## config.mk

```make
export PLATFORM = sky130hd
export DESIGN_NAME = pll_reset_ctrl
export DESIGN_NICKNAME = d
export VERILOG_FILES = /design/src/rtl/pll_reset_ctrl.sv
export SDC_FILE = /design/constraint.sdc
export NUM_CORES = 1
export LEC_CHECK = 0
export ABC_AREA = 1
export CAP_MARGIN = 0
export CELL_PAD_IN_SITES_DETAIL_PLACEMENT = 0
export CELL_PAD_IN_SITES_GLOBAL_PLACEMENT = 1
export CORE_AREA = 3 3 72 74
export CTS_BUF_LIST = sky130_fd_sc_hd__clkbuf_4 sky130_fd_sc_hd__clkbuf_8
export DETAILED_ROUTE_END_ITERATION = 12
export DIE_AREA = 0 0 75 77
export PLACE_DENSITY_LB_ADDON = 0.1
export SLEW_MARGIN = 20
export SYNTH_ARGS = -nofsm -noshare
export SYNTH_HDL_FRONTEND = slang
export SYNTH_SLANG_ARGS = --single-unit
```

## constraint.sdc

```tcl
create_clock -name clk_50mhz -period 2.1 [get_ports clk_50mhz]
set_clock_uncertainty 0.05 [all_clocks]
set_input_delay 0.42 -clock clk_50mhz [delete_from_list [all_inputs] [get_ports clk_50mhz]]
set_output_delay 0.42 -clock clk_50mhz [all_outputs]
set_load 0.02 [all_outputs]
```

## src/rtl/pll_reset_ctrl.sv

```systemverilog
// pll_reset_ctrl: PLL bring-up sequencer in the 50 MHz reference domain.
// Ports:
//   clk_50mhz    reference clock (also the PLL refclk)
//   reset_N      asynchronous active-low reset
//   pll_locked   PLL lock indication, asynchronous, synchronised internally
//   soft_restart single-cycle pulse forcing a fresh bring-up from any state
//   pll_rst      active-high PLL reset
//   sys_rst_n    registered active-low datapath reset, released only in RUN
//   pll_ready    high while in RUN
//   lock_err     sticky failure flag, high in FAIL
//   retry_cnt    failed attempts since last RUN/restart, saturates at MAX_RETRY
//   lost_cnt     loss-of-lock events seen in RUN, saturates at 255
//   state        FSM state: PLL_RST=0 WAIT_LOCK=1 STABLE=2 RUN=3 LOST=4 FAIL=5
module pll_reset_ctrl #(
    parameter int RST_CYCLES    = 16,
    parameter int LOCK_TIMEOUT  = 1024,
    parameter int STABLE_CYCLES = 64,
    parameter int MAX_RETRY     = 3,
    parameter int CNT_W         = 16
) (
    input  logic       clk_50mhz,
    input  logic       reset_N,
    input  logic       pll_locked,
    input  logic       soft_restart,
    output logic       pll_rst,
    output logic       sys_rst_n,
    output logic       pll_ready,
    output logic       lock_err,
    output logic [1:0] retry_cnt,
    output logic [7:0] lost_cnt,
    output logic [2:0] state
);
    typedef enum logic [2:0] {
        PLL_RST   = 3'd0,
        WAIT_LOCK = 3'd1,
        STABLE    = 3'd2,
        RUN       = 3'd3,
        LOST      = 3'd4,
        FAIL      = 3'd5
    } state_t;

    localparam logic [CNT_W-1:0] RST_LAST = CNT_W'(RST_CYCLES - 1);
    localparam logic [CNT_W-1:0] TO_LAST  = CNT_W'(LOCK_TIMEOUT - 1);
    localparam logic [CNT_W-1:0] STB_LAST = CNT_W'(STABLE_CYCLES - 1);
    localparam logic [1:0]       RTY_MAX  = 2'(MAX_RETRY);

    state_t           st, st_d;
    logic [CNT_W-1:0] cnt, cnt_d;
    logic [1:0]       retry_d;
    logic [7:0]       lost_d;
    logic             sync1, lock_s, attempt_fail;

    always_comb begin
        st_d         = st;
        cnt_d        = cnt + 1'b1;
        retry_d      = retry_cnt;
        lost_d       = lost_cnt;
        attempt_fail = 1'b0;
        if (soft_restart) begin
            st_d    = PLL_RST;
            cnt_d   = '0;
            retry_d = '0;
        end else begin
            case (st)
                PLL_RST: if (cnt == RST_LAST) begin
                    st_d  = WAIT_LOCK;
                    cnt_d = '0;
                end
                WAIT_LOCK: if (lock_s) begin
                    st_d  = STABLE;
                    cnt_d = '0;
                end else if (cnt == TO_LAST) begin
                    attempt_fail = 1'b1;
                end
                STABLE: if (!lock_s) begin
                    attempt_fail = 1'b1;
                end else if (cnt == STB_LAST) begin
                    st_d    = RUN;
                    cnt_d   = '0;
                    retry_d = '0;
                end
                RUN: begin
                    cnt_d = '0;
                    if (!lock_s) begin
                        st_d   = LOST;
                        lost_d = lost_cnt + 8'(lost_cnt != 8'hff);
                    end
                end
                LOST: begin
                    st_d  = PLL_RST;
                    cnt_d = '0;
                end
                FAIL: cnt_d = '0;
                default: begin
                    st_d  = PLL_RST;
                    cnt_d = '0;
                end
            endcase
            // The final tolerated failure parks in FAIL with retry_cnt at its bound.
            if (attempt_fail) begin
                cnt_d   = '0;
                retry_d = retry_cnt + 2'd1;
                st_d    = (retry_d == RTY_MAX) ? FAIL : PLL_RST;
            end
        end
    end

    // Outputs are decoded from the next state so they change on the same edge as state.
    always_ff @(posedge clk_50mhz or negedge reset_N) begin
        if (!reset_N) begin
            sync1     <= 1'b0;
            lock_s    <= 1'b0;
            st        <= PLL_RST;
            cnt       <= '0;
            retry_cnt <= '0;
            lost_cnt  <= '0;
            pll_rst   <= 1'b1;
            sys_rst_n <= 1'b0;
            pll_ready <= 1'b0;
            lock_err  <= 1'b0;
        end else begin
            sync1     <= pll_locked;
            lock_s    <= sync1;
            st        <= st_d;
            cnt       <= cnt_d;
            retry_cnt <= retry_d;
            lost_cnt  <= lost_d;
            pll_rst   <= (st_d == PLL_RST) || (st_d == FAIL);
            sys_rst_n <= (st_d == RUN);
            pll_ready <= (st_d == RUN);
            lock_err  <= (st_d == FAIL);
        end
    end

    assign state = st;
endmodule

```

# Word-level counts from Yosys, hierarchy flattened
# Index checks and enable logic that the tools add are counted.
# totals
output_inout_bits,17
register_bits,34
# op_classes
n_addsub,3
n_eq_ne,11
reduce_logical,8
muxes,26
n_bitwise,2
# ops
cell,n
16-bit 2-to-1 mux,6
16-bit case mux with 3 select lines,1
3-bit 2-to-1 mux,8
16-bit by 1-bit adder with 16-bit output (second input constant),1
16-bit by 10-bit == test with 1-bit output (second input constant),1
16-bit by 4-bit == test with 1-bit output (second input constant),1
16-bit by 6-bit == test with 1-bit output (second input constant),1
3-bit case mux with 5 select lines,1
2-bit 2-to-1 mux,5
3-bit by 2-bit == test with 1-bit output (second input constant),3
3-bit nonzero test,3
8-bit by 1-bit adder with 8-bit output,1
8-bit != test (second input constant),1
3-bit == test (second input constant),2
3-bit zero test,2
3-bit AND reduction,2
1-bit 2-to-1 mux,4
3-bit by 1-bit == test with 1-bit output (second input constant),1
2-bit by 1-bit adder with 2-bit output (second input constant),1
2-bit == test (second input constant),1
1-bit NOT,2
1-bit case mux with 2 select lines,1
1-bit logical OR,1

# Longest topological paths before layout
# Gate-level depths: netlist of run 1.
# depth
word_depth,9
ltp_mapped,12
mapped_depth_nobuf,12

# Worst setup path before layout of run 1
# Ideal clock, no wire load.
# synth_path
kind,reg2reg
startpoint,register lost_cnt[4]
endpoint,register lost_cnt[6]
path_stages_with_launch,9
required_ns,1.918
t_arrival_ns,1.720
path_buffers,0
setup_slack_ns,0.197
path_cell_list,dfrtp_1 > nand2_1 > or3_1 > ha_1 > ha_1 > nand3_1 > nand3b_1 > nor2_1 > xor2_1
# synth_between
elab_chain_cells,2
# synth_lines
item,line_no,rtl
"start, declared",30,"output logic [7:0] lost_cnt,"
"start signal, assigned",127,lost_cnt <= lost_d;
8-bit != test,86,lost_d = lost_cnt + 8'(lost_cnt != 8'hff);
8-bit by 1-bit adder with 8-bit output *,86,
# Every way passes the cells marked *; elsewhere a longest branch is shown, timed or not.
# A chain may end at the register's enable or synchronous reset.

# Worst setup path after layout of run 1
# Ends and elaborated chain as after synthesis.

==> results of run 1 <==
sequential cells by signal (all words and copies together) (netlist names):
name	flops
pll_ready	1
pll_rst	1
sync1	1
lock_s	1
cnt	16
lost_cnt	8
lock_err	1
retry_cnt	2
state	3
critical path: stages (launching register included):
cell,delay (ps)
dfrtp_1,400
nand2_1,90
or3_1,380
ha_1,210
ha_1,180
nand3_1,110
nand3b_1,160
nor2_1,60
xor2_1,130
cells by family (layout without fill, tap and decap cells):
| family | count (synthesis) | after routing |
|---|---|---|
| fa+ha+maj | 4 | 4 |
| mux | 2 | 2 |
| xor+xnor | 12 | 12 |
| compound gates | 12 | 12 |
| simple gates | 118 | 118 |
| flops | 34 | 34 |
| buf+inv | 35 | 62 |
synth_stat cells, drive strengths merged, types with 3 or more instances:
master,n
nand3,23
nand2,40
o21ai,5
xnor2,4
a21oi,4
inv,33
nand4,3
ha,4
dfrtp,33
xor2,8
nor3,7
nor2,42
power groups by stage:
stage	Clock, mW	Combinational (mW)	Sequential (mW)
floorplan	0	0.0212	0.678
detailed placement	0	0.0452	0.679
global placement	0	0.0452	0.679
finish	0.615	0.0432	0.666
CTS	0.638	0.0452	0.666
global route	0.667	0.0512	0.667
routing by layer:
metal / routed length [um] / GRT usage [%] / vias up / part of all wire, %
li1: - / - / 739 / -
met1: 1822 / 19.24 / 643 / 51
met2: 1628 / 21.78 / 16 / 45
met3: 88 / 3.932 / 4 / 2.5
met4: 44 / 4.270 / 0 / 1.2
met5: 0 / 0 / - / 0
final timing paths:
path / endpoint / slack [ps] / depth (start not counted)
worst min register to register: lock_s$_DFF_PN0_ / 300 / 0
worst max-delay path: lost_cnt[6]$_DFFE_PN0P_ / 200 / 8
worst max register to register: lost_cnt[6]$_DFFE_PN0P_ / 200 / 8
max in group asynchronous: pll_rst$_DFF_PN1_ / 1140 / 2
worst min-delay path: lock_s$_DFF_PN0_ / 300 / 0
min in group asynchronous: cnt[1]$_DFF_PN0_ / 500 / 2
layout make-up:
| cell class | instances | area (sq um) |
|---|---|---|
| Clock buffer | 7 | 83.83 |
| Clock inverter | 1 | 30.03 |
| Fill cell | 453 | 2466 |
| Inverter | 33 | 123.9 |
| Multi-Input combinational cell | 148 | 829.5 |
| Sequential cell | 34 | 852.1 |
| Tap cell | 54 | 67.56 |
| Timing Repair Buffer | 21 | 207.7 |
stage by stage:
stage / utilization [%] / hold slack [ps] / instance area (sq um) / power, mW
floorplan: - / 74.41 / 1824 / 0.6993
global placement: 44.64 / 286.7 / 2081 / 0.7238
detailed placement: 44.64 / 287.9 / 2081 / 0.7239
CTS: 47.09 / 304.4 / 2195 / 1.350
global route: 47.09 / 305.2 / 2195 / 1.384
finish: 47.09 / 301.3 / 2195 / 1.325
==> metrics.md, run 1 <==
| Metric | Value |
|---|---|
| Yosys cell types | 28 |
| Share of the synthesized area in the top cell type | 45.27% |
| Clock power share | 46.4% |
| Final worst-path cycle share | 90.56% |
| Logic pwr share | 3.3% |
| P_sw | 269.3 uW |
| Crit path DAT | 2020 ps |
| Pleak | 1.060 nW |
| Die area | 5775 sq um |
| Slew headroom | 70.12% |
| DPL Wire Length | 2586 um |
| Seq/Total Area, Yosys | 46.71% |
| Avg Cell Area, Syn | 8.407 sq um |
| Gate Count Post-Synth | 217 |
| Final Routed Wirelength | 3583 um |
| Layout cells sized above 1 | 15.16% |
| Cell taking the most area after synthesis | dfrtp_1 |
| Simple-Gate Fraction of Synth Area | 32.17% |
| Compound-Gate Fraction of Synth Area | 3.567% |
| Hold Violations, Final | 0 |
| Nets | 251 |
| Critical R2R Launch | lost_cnt[4]$_DFFE_PN0P_ |
| Largest net degree at the start of global routing | 35 |
| Synth Area in XOR/XNOR | 5.761% |
| Antenna violations before repair | 0 |
| Root buf cell | clkbuf_8 |
| Final setup viols | 0 |
| Gr usage total | 14.20% |
| Area grow syn2layout | 20.30% |
| Ys Warns | 0 |
| Number of synthesized flops with an enable pin | 0 |
| Status | complete, no violations |
| Primary FF master, synth | dfrtp_1 |
| CP startpoint | lost_cnt[4]$_DFFE_PN0P_ |
| CORE AREA | 4661 sq um |
| Ranking of synthesized cells by area | dfrtp_1 45%, nor2_1 7.2%, nand2_1 7.0% |
| Post-Synth Adder-Cell Area | 2.743% |
| Final Non-Filler Cells | 298 |
| Post-DRT Antenna Nets | 0 |
| Max Slew Vio Count | 0 |
| Max cap viols | 0 |
| CTS tree | built |
| Post-cts hold buffer count | 0 |
| Gpl congestion | 0.7364 |
| Die height | 77 um |
| Power density over cell area | 603.6 nW/um^2 |
| RSZ-0062 raised after global routing | no |
| Clk_lat worst skew | 280 ps |
| Via count | 1,402 |
| Setup TNS | 0 ps |
| Setup WS pre-CTS | 200.5 ps |
| Routed WL per cell | 12.02 um |
| CP Launch Type | flip-flop |
| Switch share | 20.33% |
| Clock Path Buffers | 2 |
| Cell-internal power | 1.055 mW |
| CTS Buf Count | 5 |
| Ant diodes | 0 |
| Post-CTS sizing | 0 |
| Crit path kind | flip-flop to flip-flop |
| Sequential Power Share | 50.3% |
| Ys async rst share | 100.0% |
| Syn nets | 225 |
| Worst-path maximum fanout | 4 |
| Clock sink count | 34 |
| Num ports | 21 |
| Setup Buffers After CTS | 0 |
| Setup ws final | 198.1 ps |
| Routed vias/inst | 4.705 |
| Congestion Overflow GR | 0 |
| Proportion of synthesized area in mux cells | 1.235% |
| Worst Max-Slew Pin Slew | 448.2 ps |
| Most common cell after layout, fill and taps aside | nor2_1 |
| Cell Area, Synth | 1824 sq um |
| Largest family of logic cells by synthesized area | simple AND/OR/NAND/NOR gates |
| Site Rows | 25 |
| Worst hold start | sync1$_DFF_PN0_ |
| Worst min-delay path category | flip-flop to flip-flop |
| CP endpoint kind | flip-flop |
| Drt first pass iters | 4 |
| Number of global-route vias before repair | 1,397 |
| Initial drt markers | 62 |
| Post-route DRC | 0 |
| Port bufs | 20 |
| Commonest cells after routing, fill and taps aside | 35 x nor2_1, 34 x nand2_1, 33 x dfrtp_1, 28 x inv_1, 20 x clkdlybuf4s50_1 |
| Htree depth | 2 |
| WP data required | 2220 ps |
| Chip width | 75 um |
| First-pass GRT wire length | 6430 um |
| Synthesis-stage register bit count | 34 |
| Starting Density | 39.14% |
| Period minus WS final | 1902 ps |
| Max rail drop VDD | 0.0002833 V |
| Fmax achieved | 0.5258 GHz |
| Placed cells | 290 |
| CTS clk-pin slew, worst paths | 70 ps |
No activity file was read; power rests on OpenSTA's default activity.
==> inputs of run 2 (changes only) <==
--- a/config.mk
+++ b/config.mk
@@ -9,11 +9,11 @@
 export CAP_MARGIN = 0
 export CELL_PAD_IN_SITES_DETAIL_PLACEMENT = 0
 export CELL_PAD_IN_SITES_GLOBAL_PLACEMENT = 1
-export CORE_AREA = 3 3 72 74
+export CORE_AREA = 3 3 70 72
 export CTS_BUF_LIST = sky130_fd_sc_hd__clkbuf_4 sky130_fd_sc_hd__clkbuf_8
 export DETAILED_ROUTE_END_ITERATION = 12
-export DIE_AREA = 0 0 75 77
-export PLACE_DENSITY_LB_ADDON = 0.1
+export DIE_AREA = 0 0 73 75
+export PLACE_DENSITY = 0.82
 export SLEW_MARGIN = 20
 export SYNTH_ARGS = -nofsm -noshare
 export SYNTH_HDL_FRONTEND = slang
==> run 2 against run 1 <==
Compared with the run above:
- clock-buffer cell count is 2 lower
- cell count is 0.67% lower
- sequential power hardly changed
- sequential share of layout area is 0.37 points lower
- critical endpoint unchanged
- highest routed layer unchanged
==> metrics.md, run 2 (synthesized netlist as in run 1, its figures left out) <==
| Metric | Value |
|---|---|
| Status | complete, no violations |
| Congestion Overflow GR | 0 (unchanged) |
| Filler cell count | 406 (-10%) |
| Power density over cell area | 648.5 nW/um^2 (+7.4%) |
| Site Rows | 24 (-4.0%) |
| Clk_lat worst skew | 290 ps (about the same) |
| Max rail drop VDD | 0.0004232 V (+49%) |
| Worst Max-Slew Pin Slew | 430.0 ps (-18.21 ps) |
| Fmax achieved | 0.5313 GHz (+1.0%) |
| Number of global-route vias before repair | 1,393 (-0.29%) |
| CTS Buf Count | 5 (unchanged) |
| Htree depth | 2 (unchanged) |
| Port bufs | 20 (unchanged) |
| Max cap viols | 0 (unchanged) |
| Initial drt markers | 87 (+40%) |
| Chip width | 73 um (-2.7%) |
| Antenna violations before repair | 0 (unchanged) |
| CP Launch Type | flip-flop |
| Commonest cells after routing, fill and taps aside | 35 x nor2_1, 34 x nand2_1, 33 x dfrtp_1, 28 x inv_1, 20 x clkdlybuf4s50_1 |
| Clock sink count | 34 (unchanged) |
| Post-DRT Antenna Nets | 0 (unchanged) |
| Clock Path Buffers | 2 (unchanged) |
| Die height | 75 um (-2.6%) |
| First-pass GRT wire length | 6085 um (-5.4%) |
| Num ports | 21 (unchanged) |
| CORE AREA | 4354 sq um (-6.6%) |
| Drt first pass iters | 4 (unchanged) |
| Routed WL per cell | 11.11 um (-7.6%) |
| Post-cts hold buffer count | 0 (unchanged) |
| Crit-path cells | nand2_1, or3_1, ha_1, ha_1, nand3_1, nand3b_1, nor2_1, xor2_1 |
| Worst min-delay path category | flip-flop to flip-flop |
| Register name with the most flops | cnt |
| Post-route DRC | 0 (unchanged) |
| Final Routed Wirelength | 3289 um (-8.2%) |
| Final worst-path cycle share | 89.64% (-0.93 points) |
| Max FFs per register | 16 (unchanged) |
| Cell mode on critical path | ha_1 |
| Delay-heaviest family, CP | simple AND/OR/NAND/NOR gates |
| Gpl congestion | 0.8030 (+9.0%) |
| Post-CTS sizing | 0 (unchanged) |
| Setup TNS | 0 ps (unchanged) |
| Reg2reg setup slack | 220 ps (+20 ps) |
| Largest net degree at the start of global routing | 35 (unchanged) |
| Ant diodes | 0 (unchanged) |
| CTS clk-pin slew, worst paths | 70 ps (about the same) |
| Root buf cell | clkbuf_8 |
| Pleak | 1.069 nW (+0.85%) |
| Period minus WS final | 1882 ps (-19.52 ps) |
| Starting Density | 41.90% (+2.8 points) |
| Final setup viols | 0 (unchanged) |
| RSZ-0062 raised after global routing | no |
| Hold Violations, Final | 0 (unchanged) |
| Hold Slack | 305.7 ps (+4.350 ps) |
| CP endpoint kind | flip-flop |
| CP Buf/Inv Count | 0 (unchanged) |
| WP data required | 2220 ps (about the same) |
| Most common cell after layout, fill and taps aside | nor2_1 |
| Setup Buffers After CTS | 0 (unchanged) |
| Worst-path maximum fanout | 4 (unchanged) |
| Critical-path top delay cell | dfrtp_1 |
| Routed vias/inst | 4.753 (+1.0%) |
| Nets | 251 (unchanged) |
| Die area | 5475 sq um (-5.2%) |
| DPL Wire Length | 2412 um (-6.7%) |
| Area grow syn2layout | 21.47% |
| Largest stage delay on the critical path | 420 ps (+20 ps) |
| Crit path DAT | 2010 ps (about the same) |
| Via count | 1,407 (+0.36%) |
| Crit path kind | flip-flop to flip-flop |
| CTS tree | built |
| Gr usage total | 14.34% (+0.14 points) |
| Layout cells sized above 1 | 15.16% (unchanged) |
| Slew headroom | 71.33% (+1.2 points) |
| Max Slew Vio Count | 0 (unchanged) |
==> run 2: cell types whose count changed in the layout (fill, tap and decap cells not counted), sizes merged <==
cell	delta
clkinv	+1
clkbuf	-2
bufinv	+1
==> run 2: final cells by class <==
cell class	instances	area, sq um	area share (%)
multi-input cells	148	829.5	37.44
inverters	33	123.9	5.590
well taps	52	65.06	2.936
flip-flops and latches	34	852.1	38.45
clock buffers	5	68.82	3.106
repair buffers	21	207.7	9.373
clock inverters	3	68.82	3.106
==> run 2: path summary, 6_finish.rpt <==
kind / from / end / depth (start not counted)
max: lost_cnt[4]$_DFFE_PN0P_ / lost_cnt[6]$_DFFE_PN0P_ / 8
min: sync1$_DFF_PN0_ / lock_s$_DFF_PN0_ / 0
max reg2reg: lost_cnt[4]$_DFFE_PN0P_ / lost_cnt[6]$_DFFE_PN0P_ / 8
min reg2reg: sync1$_DFF_PN0_ / lock_s$_DFF_PN0_ / 0
max in group asynchronous: reset_N / pll_rst$_DFF_PN1_ / 2
min in group asynchronous: reset_N / cnt[8]$_DFF_PN0_ / 2
==> run 2: power breakdown <==
| group | internal [mW] | switching (mW) | leakage [nW] |
|---|---|---|---|
| Clock | 0.476 | 0.253 | 0.0683 |
| Combinational | 0.0131 | 0.0291 | 0.541 |
| Sequential | 0.661 | 0.00486 | 0.459 |
| Total | 1.15 | 0.287 | 1.07 |
==> run 2: per-layer routing <==
metal	wire length [um]	track usage (%)
met5	0	0
met1	1598	18.82
met2	1516	22.54
met4	64	5.943
met3	109	3.738
==> run 2: per-stage QoR <==
stage	cell area [sq um]	worst slack [ps]	std cells	power, mW	util, %
floorplan	1824	197.5	217	0.6993	-
global placement	2078	267.9	288	0.7222	47.73
detailed placement	2078	223.2	288	0.7225	47.73
CTS	2216	194.8	296	1.454	50.89
global route	2216	73.79	296	1.485	50.89
finish	2216	217.7	296	1.437	50.89
